==> config.mk <==
export PLATFORM = sky130hd
export DESIGN_NAME = washing_panel_input
export DESIGN_NICKNAME = d
export VERILOG_FILES = /design/src/rtl/washing_panel_input.sv
export SDC_FILE = /design/constraint.sdc
export NUM_CORES = 1
export LEC_CHECK = 0
export ABC_AREA = 1
export CORE_ASPECT_RATIO = 0.75
export CORE_MARGIN = 4
export CORE_UTILIZATION = 64
export DETAILED_ROUTE_END_ITERATION = 6
export GPL_TIMING_DRIVEN = 0
export PLACE_DENSITY = 0.81
export SLEW_MARGIN = 20
export SYNTH_ARGS = -nofsm -noshare
export SYNTH_HDL_FRONTEND = slang
export SYNTH_SLANG_ARGS = --single-unit
==> constraint.sdc <==
create_clock -name clk -period 5.1 [get_ports clk]
set_input_delay 1.275 -clock clk [delete_from_list [all_inputs] [get_ports clk]]
set_output_delay 1.275 -clock clk [all_outputs]
set_load 0.01 [all_outputs]
==> src/rtl/washing_panel_input.sv <==
// Front-panel conditioner: synchronizes and debounces the start/mode buttons, filters the door switch,
// and locks mode changes while the washing-machine controller is busy.
module washing_panel_input #(
    parameter int DEBOUNCE_CYCLES   = 16,
    parameter int DOOR_CLOSE_CYCLES = 8,
    parameter int CNT_W             = 16
) (
    input  logic       clk,
    input  logic       reset,
    input  logic       btn_start_raw,
    input  logic       btn_mode_raw,
    input  logic       door_raw,
    input  logic       busy,
    output logic       start_pause,
    output logic [1:0] mode_select,
    output logic       door_sensor,
    output logic       mode_reject
);

    typedef enum logic [1:0] {
        RELEASED     = 2'd0,
        PRESS_WAIT   = 2'd1,
        PRESSED      = 2'd2,
        RELEASE_WAIT = 2'd3
    } btn_state_e;

    localparam logic [CNT_W-1:0] ONE       = CNT_W'(1);
    localparam logic [CNT_W-1:0] CNT_MAX   = '1;
    localparam logic [CNT_W-1:0] DEB_LIM   = CNT_W'(DEBOUNCE_CYCLES);
    localparam logic [CNT_W-1:0] OPEN_LIM  = CNT_W'(2);
    localparam logic [CNT_W-1:0] CLOSE_LIM = CNT_W'(DOOR_CLOSE_CYCLES);

    // bit 0 = start, bit 1 = mode, bit 2 = door
    logic [2:0] sync1_q, sync2_q;
    logic [1:0] press;

    always_ff @(posedge clk or negedge reset) begin
        if (!reset) begin
            sync1_q <= '0;
            sync2_q <= '0;
        end else begin
            sync1_q <= {door_raw, btn_mode_raw, btn_start_raw};
            sync2_q <= sync1_q;
        end
    end

    for (genvar g = 0; g < 2; g++) begin : g_btn
        btn_state_e       state_q, state_d;
        logic [CNT_W-1:0] cnt_q, cnt_d;
        logic             hit;
        logic             s;

        assign s        = sync2_q[g];
        assign press[g] = hit;

        always_ff @(posedge clk or negedge reset) begin
            if (!reset) begin
                state_q <= RELEASED;
                cnt_q   <= '0;
            end else begin
                state_q <= state_d;
                cnt_q   <= cnt_d;
            end
        end

        always_comb begin
            state_d = state_q;
            cnt_d   = cnt_q;
            hit     = 1'b0;
            case (state_q)
                RELEASED: begin
                    if (s) begin
                        state_d = PRESS_WAIT;
                        cnt_d   = ONE;
                    end
                end
                PRESS_WAIT: begin
                    if (!s) begin
                        state_d = RELEASED;
                        cnt_d   = '0;
                    end else if (cnt_q >= DEB_LIM) begin
                        state_d = PRESSED;
                        cnt_d   = '0;
                        hit     = 1'b1;
                    end else if (cnt_q != CNT_MAX) begin
                        cnt_d = cnt_q + ONE;
                    end
                end
                PRESSED: begin
                    if (!s) begin
                        state_d = RELEASE_WAIT;
                        cnt_d   = ONE;
                    end
                end
                RELEASE_WAIT: begin
                    if (s) begin
                        state_d = PRESSED;
                        cnt_d   = '0;
                    end else if (cnt_q >= DEB_LIM) begin
                        state_d = RELEASED;
                        cnt_d   = '0;
                    end else if (cnt_q != CNT_MAX) begin
                        cnt_d = cnt_q + ONE;
                    end
                end
                default: begin
                    state_d = RELEASED;
                    cnt_d   = '0;
                end
            endcase
        end
    end

    logic       start_pause_q, mode_reject_q;
    logic [1:0] mode_q;

    always_ff @(posedge clk or negedge reset) begin
        if (!reset) begin
            start_pause_q <= 1'b0;
            mode_reject_q <= 1'b0;
            mode_q        <= 2'b00;
        end else begin
            start_pause_q <= press[0];
            mode_reject_q <= press[1] & busy;
            if (press[1] && !busy) begin
                mode_q <= mode_q + 2'd1;
            end
        end
    end

    // Opening is accepted after 2 samples, closing only after the full close window.
    logic             door_q, door_d;
    logic [CNT_W-1:0] dcnt_q, dcnt_d, dcnt_inc, door_lim;

    assign dcnt_inc = dcnt_q + ONE;
    assign door_lim = door_q ? OPEN_LIM : CLOSE_LIM;

    always_comb begin
        door_d = door_q;
        dcnt_d = dcnt_q;
        if (sync2_q[2] == door_q) begin
            dcnt_d = '0;
        end else if (dcnt_inc >= door_lim) begin
            door_d = ~door_q;
            dcnt_d = '0;
        end else begin
            dcnt_d = dcnt_inc;
        end
    end

    always_ff @(posedge clk or negedge reset) begin
        if (!reset) begin
            door_q <= 1'b0;
            dcnt_q <= '0;
        end else begin
            door_q <= door_d;
            dcnt_q <= dcnt_d;
        end
    end

    assign start_pause = start_pause_q;
    assign mode_reject = mode_reject_q;
    assign mode_select = mode_q;
    assign door_sensor = door_q;

endmodule
==> results.yml <==
status:
  status: "completed"
power_and_ir_drop:
  power_density_nw_per_um2: 387
  peakVddDrop_v: 0.000331
  p_leak_nw: 1.60
floorplanning:
  rows: 20
  dieArea_sq_um: 5660
  coreArea_sq_um: 4200
  start_util_pct: 68.7
  die_height_microns: 66.2
  io_pins: 11
  die_w_microns: 85.5
logic_synthesis:
  synth.distinct_cells: 26
  synth_seq_cells: 63
  syn-cell-area_sq_um: 2890
  yosysTopAreaCellShare_pct: 54.6
  postSynthAreaPerCell_sq_um: 8.42
  yosys_warnings: 0
  synth_edf_count: 0
  synth.area.top_cells: "dfrtp_1 (55%), nand2_1 (9.0%), inv_1 (7.8%)"
  synth_top_area_cell: "dfrtp_1"
  syn-instance-count: 343
  synth-seq-area-share_pct: 54.6
  synthArstFlopShare_pct: 100
  synth_flop_cell: "dfrtp_1"
detailed_routing:
  vias_per_cell: 5.17
  num_vias: 2256
  dr.pass1.iters: 5
  drc: 0
  ant_nets: 0
  drt_iter0_markers: 257
  wirelength_microns: 5310
  wl_per_cell_microns: 12.2
finish:
  diodes: 0
  multiInputGateArea_sq_um: 1120
  area_growth_pct: 16.1
  final_cell_mix: "nand2_1 (69), dfrtp_1 (63), inv_1 (60)"
  final_common_cell: "nand2_1"
  seqCellArea_sq_um: 1580
  drive_gt1_share_pct: 7.87
  layout.nets: 389
  fillerInstances: 286
sta:
  finalWorstSetupSlack_ns: 2.46
  post-route-min-period_ns: 2.64
  rsz0062_at_grt: "no"
  fmax_ghz: 0.379
  min_period_over_period_pct: 51.8
  hold_viol: 0
  finalClockSkew_ns: 0.00728
  tns_ns: 0
  setup-violations-final: 0
  drv_slew: 0
global_routing:
  grt_util_all_layers_pct: 22.5
  grt_pass1_wl_microns: 9820
  grt_pass1_vias: 2322
  antenna_found_initial: 0
  overflow: 0
  grt_max_degree: 53
clock_network:
  clock_sinks: 63
  cts_resized: 0
  clkTransAtPathRegs_ns: 0.07
  cts_tree: "yes"
  postCtsHoldBufs: 0
  cts_htree_levels: 3
  worstSkewPairLatency_ns: 0.34
  clock_tree.root_cell: "clkbuf_8"
  post_cts_buffers: 0
  cts_buffer_depth: 2
  cts_buffers: 9
critical_path:
  cp.arrival_ns: 1.37
  cp_slowest_cell: "clkdlybuf4s50_1"
  worstSetupPathType: "flip-flop to primary output"
  critPathTopFamily: "buffers and inverters"
  crit_path_max_fanout: 5
  crit_chain: "clkdlybuf4s50_1"
  required_ns: 3.83
  r2r_start: "dcnt_q[0]"
  reg2reg_to: "dcnt_q[2]"
  end_kind: "primary output"
  crit_buf_inv: 1
  reg2regPathDepth: 12
  start_kind: "flip-flop"
  max_stage_delay_ns: 0.58
  reg2reg_slack_ns: 3.13
placed_design:
  place_congestion: 0.870
  dp_hpwl_microns: 3640
  io_buffers: 10
  dp_worst_setup_slack_ns: 2.83
hold_path:
  worstHoldStart: "sync1_q[1]"
  hold_end: "sync2_q[1]"
  min_path_type: "flip-flop to flip-flop"
  min_delay_path_depth: 0
run:
  max_cap_viol_count: 0
## worst max path at each step
stage	from	end	slack (ns)	depth (start not counted)
floorplan	dcnt_q[0]	door_sensor	3.31	13
global placement	reset	g_btn[0].state_q[0]	0.83	1
detailed placement	door_sensor	door_sensor	2.83	1
CTS	door_sensor	door_sensor	2.46	1
global route	door_sensor	door_sensor	2.43	1
finish	door_sensor	door_sensor	2.46	1
## flip-flops by register name, indices dropped and copies added, names as in the netlist, named ones only
register,count
sync2_q,3
mode_reject,1
dcnt_q,16
start_pause,1
mode_select,2
door_sensor,1
g_btn.state_q,2
g_btn.cnt_q,32
sync1_q,3
## metal layers
| layer | wire [microns] | global-route usage, % | up-vias |
|---|---|---|---|
| met1 | 2560 | 30.0 | 1049 |
| li1 | - | - | 1131 |
| met3 | 227 | 6.48 | 18 |
| met2 | 2390 | 34.0 | 58 |
| met4 | 135 | 10.9 | 0 |
| met5 | 0 | 0 | - |
## cells by family after synthesis
logic type,Yosys count,share of synthesized area (%)
adders and majority gates,7,3.03
buffers and inverters,62,8.06
DFF,63,54.6
other,1,0.130
AOI/OAI and AO/OA,28,5.33
xor gates and xnor gates,6,1.82
and+or+nand+nor,176,27.0
## cells in the mapped netlist (all sizes together), types with 2 or more instances
master  count
nand2      72
dfrtp      63
inv        60
nor2       57
nand3      24
a21oi      14
nand4      12
nor3        9
ha          7
o21ai       7
xnor2       4
a31oi       2
clkbuf      2
o22ai       2
xor2        2
## where the power goes
group,internal [W],switching [W]
Sequential,0.000543,0.0000400
Clock,0.000291,0.000200
Combinational,0.0000694,0.000153
Total,0.000903,0.000394
## per-stage QoR
| step | cells | total power (W) | instance area (sq um) | util, % | hold slack [ns] |
|---|---|---|---|---|---|
| floorplan | 354 | 0.000742 | 2930 | - | 0.331 |
| global placement | 419 | 0.000794 | 3100 | 73.7 | 0.333 |
| detailed placement | 420 | 0.000808 | 3120 | 74.3 | 0.337 |
| CTS | 436 | 0.00130 | 3350 | 79.7 | 0.354 |
| global route | 436 | 0.00137 | 3350 | 79.7 | 0.368 |
| finish | 436 | 0.00130 | 3350 | 79.7 | 0.354 |
## cell type report
type / count / share of cell area (%)
Tap cell: 55 / 2.05
Clock buffer: 10 / 4.11
Timing Repair Buffer: 11 / 3.73
Buffer: 2 / 0.224
Sequential cell: 63 / 47.0
Inverter: 60 / 6.72
Clock inverter: 6 / 2.76
Multi-Input combinational cell: 229 / 33.4
Note: power is estimated with default switching activity, not from simulation.
